===== src/rtl/xif_mem_responder.sv =====
`default_nettype none
// +--------------------------------------------------------------------------+
// | Module   : xif_mem_responder                                             |
// | Purpose  : Core-side responder for CV-X-IF memory request/result. Takes  |
// |            one coprocessor load/store at a time, runs it as a single     |
// |            OBI data-bus transaction and returns a one-cycle result.      |
// | Ports    : clk_i, rst_ni            clock / async active-low reset        |
// |            x_mem_valid_i/ready_o    request handshake                     |
// |            x_mem_req_*_i            id, addr, we, size, wdata             |
// |            x_mem_resp_exc*_o        misalignment exception (handshake)   |
// |            x_mem_result_*_o         result pulse: valid, id, rdata, err   |
// |            data_*                   OBI master (req/gnt, rvalid/rdata)    |
// | Options  : XIF_MEM_MISALIGN_EXC_EN - when defined, misaligned requests    |
// |            are rejected with an exception; otherwise they are issued     |
// |            with the low address bits forced to zero.                     |
// | Revision : 1.0 - initial release                                         |
// +--------------------------------------------------------------------------+
module xif_mem_responder #(
    parameter int X_ID_WIDTH  = 4,
    parameter int X_MEM_WIDTH = 32
) (
    input  logic                   clk_i,
    input  logic                   rst_ni,
    input  logic                   x_mem_valid_i,
    output logic                   x_mem_ready_o,
    input  logic [X_ID_WIDTH-1:0]  x_mem_req_id_i,
    input  logic [X_MEM_WIDTH-1:0] x_mem_req_addr_i,
    input  logic                   x_mem_req_we_i,
    input  logic [1:0]             x_mem_req_size_i,
    input  logic [X_MEM_WIDTH-1:0] x_mem_req_wdata_i,
    output logic                   x_mem_resp_exc_o,
    output logic [5:0]             x_mem_resp_exccode_o,
    output logic                   x_mem_result_valid_o,
    output logic [X_ID_WIDTH-1:0]  x_mem_result_id_o,
    output logic [X_MEM_WIDTH-1:0] x_mem_result_rdata_o,
    output logic                   x_mem_result_err_o,
    output logic                   data_req_o,
    input  logic                   data_gnt_i,
    output logic [X_MEM_WIDTH-1:0] data_addr_o,
    output logic                   data_we_o,
    output logic [3:0]             data_be_o,
    output logic [X_MEM_WIDTH-1:0] data_wdata_o,
    input  logic                   data_rvalid_i,
    input  logic [X_MEM_WIDTH-1:0] data_rdata_i,
    input  logic                   data_err_i
);

    typedef enum logic [1:0] {
        IDLE    = 2'd0,
        OBI_REQ = 2'd1,
        OBI_RSP = 2'd2,
        RESULT  = 2'd3
    } state_t;

    state_t state, next_state;

    // Latched request / response
    logic [X_ID_WIDTH-1:0]  req_id;
    logic [X_MEM_WIDTH-3:0] req_waddr;
    logic [1:0]             req_off;
    logic                   req_we;
    logic [1:0]             req_size;
    logic [X_MEM_WIDTH-1:0] req_wdata;
    logic [X_MEM_WIDTH-1:0] rsp_rdata;
    logic                   rsp_err;

    // Request decode
    logic       misaligned;
    logic       accept;
    logic       exc;
    logic [5:0] exccode;
    logic [1:0] eff_size;
    logic [1:0] eff_off;
    logic       handshake;

    always_comb begin
        misaligned = (x_mem_req_size_i == 2'b01 && x_mem_req_addr_i[0]) ||
                     (x_mem_req_size_i == 2'b10 && x_mem_req_addr_i[1:0] != 2'b00) ||
                     (x_mem_req_size_i == 2'b11);
`ifdef XIF_MEM_MISALIGN_EXC_EN
        accept   = !misaligned;
        exc      = (state == IDLE) && x_mem_valid_i && misaligned;
        exccode  = exc ? (x_mem_req_we_i ? 6'd6 : 6'd4) : 6'd0;
        eff_size = x_mem_req_size_i;
        eff_off  = x_mem_req_addr_i[1:0];
`else
        // Misaligned accesses are silently aligned down; reserved size acts as word.
        accept   = 1'b1;
        exc      = 1'b0;
        exccode  = 6'd0;
        eff_size = (x_mem_req_size_i == 2'b11) ? 2'b10 : x_mem_req_size_i;
        eff_off  = misaligned ? 2'b00 : x_mem_req_addr_i[1:0];
`endif
    end

    assign handshake = (state == IDLE) && x_mem_valid_i;

    // Next-state logic
    always_comb begin
        next_state = state;
        case (state)
            IDLE:    if (handshake && accept) next_state = OBI_REQ;
            OBI_REQ: if (data_gnt_i)          next_state = OBI_RSP;
            OBI_RSP: if (data_rvalid_i)       next_state = RESULT;
            RESULT:                           next_state = IDLE;
            default:                          next_state = IDLE;
        endcase
    end

    always_ff @(posedge clk_i or negedge rst_ni) begin
        if (!rst_ni) begin
            state <= IDLE;
        end else begin
            state <= next_state;
        end
    end

    // Byte enables, lane-replicated write data and right-aligned read data
    logic [3:0]             be;
    logic [X_MEM_WIDTH-1:0] wdata_lanes;
    logic [X_MEM_WIDTH-1:0] rdata_shifted;
    logic [X_MEM_WIDTH-1:0] rdata_masked;

    always_comb begin
        case (req_size)
            2'b00: begin
                be          = 4'b0001 << req_off;
                wdata_lanes = {4{req_wdata[7:0]}};
            end
            2'b01: begin
                be          = 4'b0011 << req_off;
                wdata_lanes = {2{req_wdata[15:0]}};
            end
            default: begin
                be          = 4'b1111;
                wdata_lanes = req_wdata;
            end
        endcase
        rdata_shifted = data_rdata_i >> {req_off, 3'b000};
        case (req_size)
            2'b00:   rdata_masked = {24'd0, rdata_shifted[7:0]};
            2'b01:   rdata_masked = {16'd0, rdata_shifted[15:0]};
            default: rdata_masked = rdata_shifted;
        endcase
    end

    always_ff @(posedge clk_i or negedge rst_ni) begin
        if (!rst_ni) begin
            req_id    <= '0;
            req_waddr <= '0;
            req_off   <= '0;
            req_we    <= 1'b0;
            req_size  <= '0;
            req_wdata <= '0;
            rsp_rdata <= '0;
            rsp_err   <= 1'b0;
        end else begin
            if (handshake && accept) begin
                req_id    <= x_mem_req_id_i;
                req_waddr <= x_mem_req_addr_i[X_MEM_WIDTH-1:2];
                req_off   <= eff_off;
                req_we    <= x_mem_req_we_i;
                req_size  <= eff_size;
                req_wdata <= x_mem_req_wdata_i;
            end
            if (state == OBI_RSP && data_rvalid_i) begin
                rsp_rdata <= req_we ? '0 : rdata_masked;
                rsp_err   <= data_err_i;
            end
        end
    end

    // Outputs are gated by state so nothing leaks outside its phase.
    assign x_mem_ready_o        = (state == IDLE);
    assign x_mem_resp_exc_o     = exc;
    assign x_mem_resp_exccode_o = exccode;

    assign data_req_o   = (state == OBI_REQ);
    assign data_addr_o  = data_req_o ? {req_waddr, 2'b00} : '0;
    assign data_we_o    = data_req_o & req_we;
    assign data_be_o    = data_req_o ? be : 4'b0000;
    assign data_wdata_o = (data_req_o && req_we) ? wdata_lanes : '0;

    assign x_mem_result_valid_o = (state == RESULT);
    assign x_mem_result_id_o    = x_mem_result_valid_o ? req_id : '0;
    assign x_mem_result_rdata_o = x_mem_result_valid_o ? rsp_rdata : '0;
    assign x_mem_result_err_o   = x_mem_result_valid_o & rsp_err;

endmodule
`default_nettype wire


===== config.mk =====
export PLATFORM = sky130hd
export DESIGN_NAME = xif_mem_responder
export DESIGN_NICKNAME = d
export VERILOG_FILES = /design/src/rtl/xif_mem_responder.sv
export SDC_FILE = /design/constraint.sdc
export NUM_CORES = 1
export LEC_CHECK = 0
export ABC_AREA = 1
export CORE_UTILIZATION = 30
export CTS_CLUSTER_SIZE = 40
export DETAILED_ROUTE_END_ITERATION = 12
export GPL_TIMING_DRIVEN = 0
export HOLD_SLACK_MARGIN = 0.03
export PLACE_DENSITY = 0.64
export SYNTH_ARGS = -nofsm -noshare
export SYNTH_HDL_FRONTEND = slang
export SYNTH_SLANG_ARGS = --single-unit
export TNS_END_PERCENT = 20

===== constraint.sdc =====
create_clock -name clk_i -period 3.8 [get_ports clk_i]
set_clock_uncertainty 0.2 [all_clocks]
set_input_delay 0.95 -clock clk_i [delete_from_list [all_inputs] [get_ports clk_i]]
set_output_delay 0.95 -clock clk_i [all_outputs]
set_load 0.005 [all_outputs]

# [Word level (Yosys, flattened, before mapping)]
# Cells that the tools add are included.
[op_classes] n_eq_ne=10 shift=3 muxes=15 bitwise=2 reduce_logical=11
[ops] cell="32-bit 2-to-1 mux" n=4
[ops] cell="32-bit one-hot mux with 2 select lines" n=2
[ops] cell="32-bit by 5-bit >> shifter with 32-bit output" n=1
[ops] cell="2-bit 2-to-1 mux" n=5
[ops] cell="2-bit == test, second input constant" n=4
[ops] cell="4-bit 2-to-1 mux" n=2
[ops] cell="2-bit one-hot mux with 4 select lines" n=1
[ops] cell="4-bit one-hot mux with 2 select lines" n=1
[ops] cell="2-bit by 1-bit == test with 1-bit output, second input constant" n=3
[ops] cell="1-bit logical AND" n=5
[ops] cell="2-bit logical NOT" n=2
[ops] cell="2-bit by 1-bit != test with 1-bit output, second input constant" n=2
[ops] cell="1-bit by 2-bit << shifter with 4-bit output, first input constant" n=1
[ops] cell="2-bit by 2-bit << shifter with 4-bit output, first input constant" n=1
[ops] cell="3-bit AND reduction" n=1
[ops] cell="1-bit bitwise AND" n=2
[ops] cell="1-bit logical OR" n=2
[ops] cell="2-bit != test, second input constant" n=1
[ops] cell="2-bit nonzero test" n=1
[word_totals] reg_bits=106 input_bits=109

# [Longest topological paths before layout]
# Gate-level depths: netlist of run 1.
[logic_depth] depth_word=5 mapped_depth=8 mapped_depth_nobuf=6

# [Least setup slack after synthesis of run 1]
# Ideal clock, no wire load.
[synth_timing] path_kind="register -> output" start="register state[1]" end="output data_wdata_o[29]" arrival_ns=1.321 required_time_ns=2.650 setup_slack_ns=1.329 path_stages_with_launch=9 path_buffers=2 cell_sequence="dfrtp_1 > inv_1 > ha_1 > buf_2 > nand2_4 > inv_4 > buf_12 > o21ai_2 > nor2_1"
[synth_between] elab_chain_len=3
[synth_lines] item="from (decl)" line_no="55" text="state_t state, next_state;"
[synth_lines] item="from (signal assigned)" line_no="114" text="state <= next_state;"
[synth_lines] item="2-bit by 1-bit == test with 1-bit output" line_no="178" text="assign data_req_o = (state == OBI_REQ);"
[synth_lines] item="via data_req_o" line_no="37" text="output logic data_req_o,"
[synth_lines] item="1-bit logical AND" line_no="182" text="assign data_wdata_o = (data_req_o && req_we) ? wdata_lanes : '0;"
[synth_lines] item="32-bit 2-to-1 mux" line_no="182"
[synth_lines] item="to (decl)" line_no="42" text="output logic [X_MEM_WIDTH-1:0] data_wdata_o,"
# The timed path passes the listed nets, and every way through them passes these cells.

# [Worst setup path in the final report of run 1]
[layout_timing] start="register state[0]" end="output x_mem_result_rdata_o[5]"
[layout_between] elab_chain_len=2
[layout_lines] item="2-bit == test" line_no="184" text="assign x_mem_result_valid_o = (state == RESULT);"
[layout_lines] item="32-bit 2-to-1 mux" line_no="186" text="assign x_mem_result_rdata_o = x_mem_result_valid_o ? rsp_rdata : '0;"
[layout_lines] item="to (decl)" line_no="35" text="output logic [X_MEM_WIDTH-1:0] x_mem_result_rdata_o,"
# Every way passes these cells.

==> results.md, run 1 <==
* Critical Path, Cell by Cell: ha_1 > clkbuf_1 > buf_2 > nand2_1 > inv_1 > clkdlybuf4s50_1
* CP endpoint kind: primary output
* LEAKAGE at about 4.5 nW
* Crit path max-delay family: buffers and inverters
* Drt pass-1 iters at 4
* Mapped Avg Cell Area at a little over 7 um2
* Via-per-instance ratio at 4.503
* Number of hold violations in the final report at 0
* Largest net degree at the start of global routing at between 70 and 80
* Most frequent cells in the layout: 377 x nand2_1, 214 x clkdlybuf4s50_1, 106 x dfrtp_1, 86 x inv_1
* Worst Hold Class: input pin to asynchronous set/reset pin
* Total Power at roughly 5.8 mW
* IO buf count at 215
* Worst endpoint data arrival time at around 2.5 ns
* Fillcell total at between 1,500 and 2,000
* Drt first-iter violations at between 300 and 400
* Vias in the first global route at about 5,700
* Final min period at approximately 3.6 ns
* Drt wl/cell at 14.86 um
* Clk_lat worst skew at 0.35 ns
* WL final at about 19,000 um
* RSZ-0062 raised after global routing: no
* Final Max Slew Viols at 0
* FMAX at roughly 280 MHz
* Reg2reg path depth at 6
* First-pass GRT wire length at ~30,000 um
* Inserted Diodes at 0
* CP Class: register to primary output
* WP data required at 2.65 ns
* Post-synthesis sequential area ratio at a little under half
* IO Count at around 230
* XOR/XNOR share of the synthesized area at 0%
* Final nets at between 1,000 and 1,500
* CTS tree: built
* Synth Register Bits at 106
* DR vias at 5,692
* Reg2reg setup slack at between 1.5 and 2 ns
* Row count at 50
* Worst Path Max Fanout at 10
* Maximum VDD drop at between 0.0003 and 0.0004 V
* P per Cell Area at 676.0 nW/um2
* Slowest stage delay, CP at between 0.5 and 0.6 ns
* DP Wirelength at roughly 14,000 um
* Reg-to-reg startpoint: state[0]
* Antenna viol nets, final at 0
* Outcome: complete, no violations
* Post-CTS Setup Bufs at 0
* Post-Synthesis Cells at slightly below 800
* Die Wd at around 140 um
* Setup violations, final at 0
* Area Overhead vs Synth at 49.81%
* GP Congestion at slightly below 0.9
* Period utilization at 94.85%
* Max H-tree Level at 3
* CTS Buf Count at 9
* Resize count post-CTS at 0
* Sink Count at 106
* Core area at roughly 19,000 um2
* Hold buffers post-CTS at 0
* Setup crit start kind: register
* CP max stage cell: clkbuf_1
* Post-Synth Adder-Cell Area at roughly 1.1%
* Total track usage at approximately a fifth
* Worst Path Buf+Inv at 4
* Largest family of logic cells by synthesized area: simple AND/OR/NAND/NOR gates
* Max Cap Violations at 0
* Die Ht at between 100 and 150 um
* Min Hold Slack at approximately 0.28 ns
* Post-synthesis mux area share at less than 1%
* Worst reg2reg path endpoint: req_wdata[3]
* GRT overflow at 0
* Initial Utilization at between 30% and 40%
* Die area at between 15,000 and 20,000 um2
* Synth Area in Simple Gates at a little under a third
* Initial antenna violation count at 0
* Post-synthesis compound-gate area fraction at 9.113%
* Root buffer cell: clkbuf_16
* Relative slew slack at between 50% and 60%
* Non-filler cells, final at 1,264
* Post-placement cell count at about 1,200
* Drt drc at 0
* Post-synth cell types at 28
* Mapped Area at around 5700 um2
* Tightest Pin Transition at ~0.66 ns
* Ratio of cells with drive above 1 in the final layout at ~8.6%
* Clock transition at path regs at about 0.070 ns
* Synth warn at 0
* Most common cell after layout, fill and taps aside: nand2_1
* CTS Buffer Depth at 2
[where the power goes]
group	leakage [nW]	total [mW]	switching, mW	internal (mW)
sequential	1.34	1.96	0.321	1.64
combinational	2.98	2.74	1.55	1.20
clock	0.166	1.08	0.435	0.645
[sequential cells by signal, indices dropped and copies added (netlist names)]
signal / flops
req_wdata: 32
rsp_rdata: 32
req_waddr: 30
req_id: 4
req_off: 2
req_size: 2
state: 2
req_we: 1
rsp_err: 1
[worst register-to-register path: stages (launching register included)]
cell	delay, ns
dfrtp_1	0.43
inv_1	0.12
ha_1	0.20
nand2_1	0.26
inv_2	0.24
clkbuf_1	0.41
o21ai_0	0.16
[cells by family after synthesis]
| logic type | count (synthesis) |
|---|---|
| adders and majority gates | 5 |
| buffers and inverters | 141 |
| DFF | 106 |
| muxes | 1 |
| and+or+nand+nor | 454 |
| AOI/OAI and AO/OA | 82 |
| other | 1 |
[synth_stat cells]
cell type    n  share of area, %
nand2_1    377                25
dfrtp_1    106                46
inv_1       86               5.7
nand3_1     35               3.1
o21ai_0     35               3.1
nor2_1      28               1.8
o21ai_2     19               2.9
buf_2       17               1.5
buf_4       16               2.1
clkbuf_1    15              0.99
a21oi_1     12               1.1
and2_1       8              0.88
o22ai_1      8              0.88
a21oi_2      7               1.1
ha_1         5               1.1
buf_6        2              0.39
inv_2        2              0.13
inv_4        2              0.22
a211oi_1     1              0.13
buf_12       1              0.35
conb_1       1             0.066
mux2_2       1              0.20
nand2_2      1              0.11
nand2_4      1              0.20
nand3_4      1              0.31
nand3b_1     1              0.13
nand4_1      1              0.11
nor2_8       1              0.35
[stage by stage]
stage | utilization (%) | instance area (um2) | TNS, ns | setup slack [ns]
floorplan | - | 5742 | 0 | 1.329
global placement | 43.77 | 8187 | -295.24 | -2.794
detailed placement | 43.92 | 8215 | 0 | 0.5703
CTS | 45.75 | 8557 | 0 | 0.1740
global route | 45.75 | 8557 | 0 | 0.02273
finish | 45.75 | 8557 | 0 | 0.1955
[worst max path at each step]
stage | startpoint | to | depth (start not counted)
2_1_floorplan | state[1] | data_wdata_o[29] | 8
6_report | state[0] | x_mem_result_rdata_o[5] | 6
3_5_place_dp | state[1] | data_wdata_o[13] | 9
4_1_cts | state[0] | x_mem_result_rdata_o[5] | 6
5_1_grt | state[1] | data_addr_o[31] | 7
3_3_place_gp | rst_ni | req_wdata[9] | 1
[area by class of cell]
type	count	area, um2	share of cell area [%]
multi-input combinational	551	2442	28.54
sequential	106	2653	31.00
buffer	51	304.0	3.553
inverter	90	342.8	4.006
clock buffer	9	225.2	2.632
tap	234	292.8	3.422
timing repair buffer	216	2181	25.49
clock inverter	7	116.4	1.360
[routing by layer]
layer  global-route usage, %  share of wire, %  routed length, um
met1                   27.16                46               8685
met2                   31.16                45               8418
met3                   4.513               7.4               1395
met4                   6.246               1.5                287
met5                       0                 0                  0
Power figures use the tool's default switching activity.
==> run 2: changes to the inputs <==
Settings changed: CTS_CLUSTER_SIZE 40 to 14.
==> results of run 2 <==
Same layout as run 1: the final DEF is identical, and so are final timing and power.
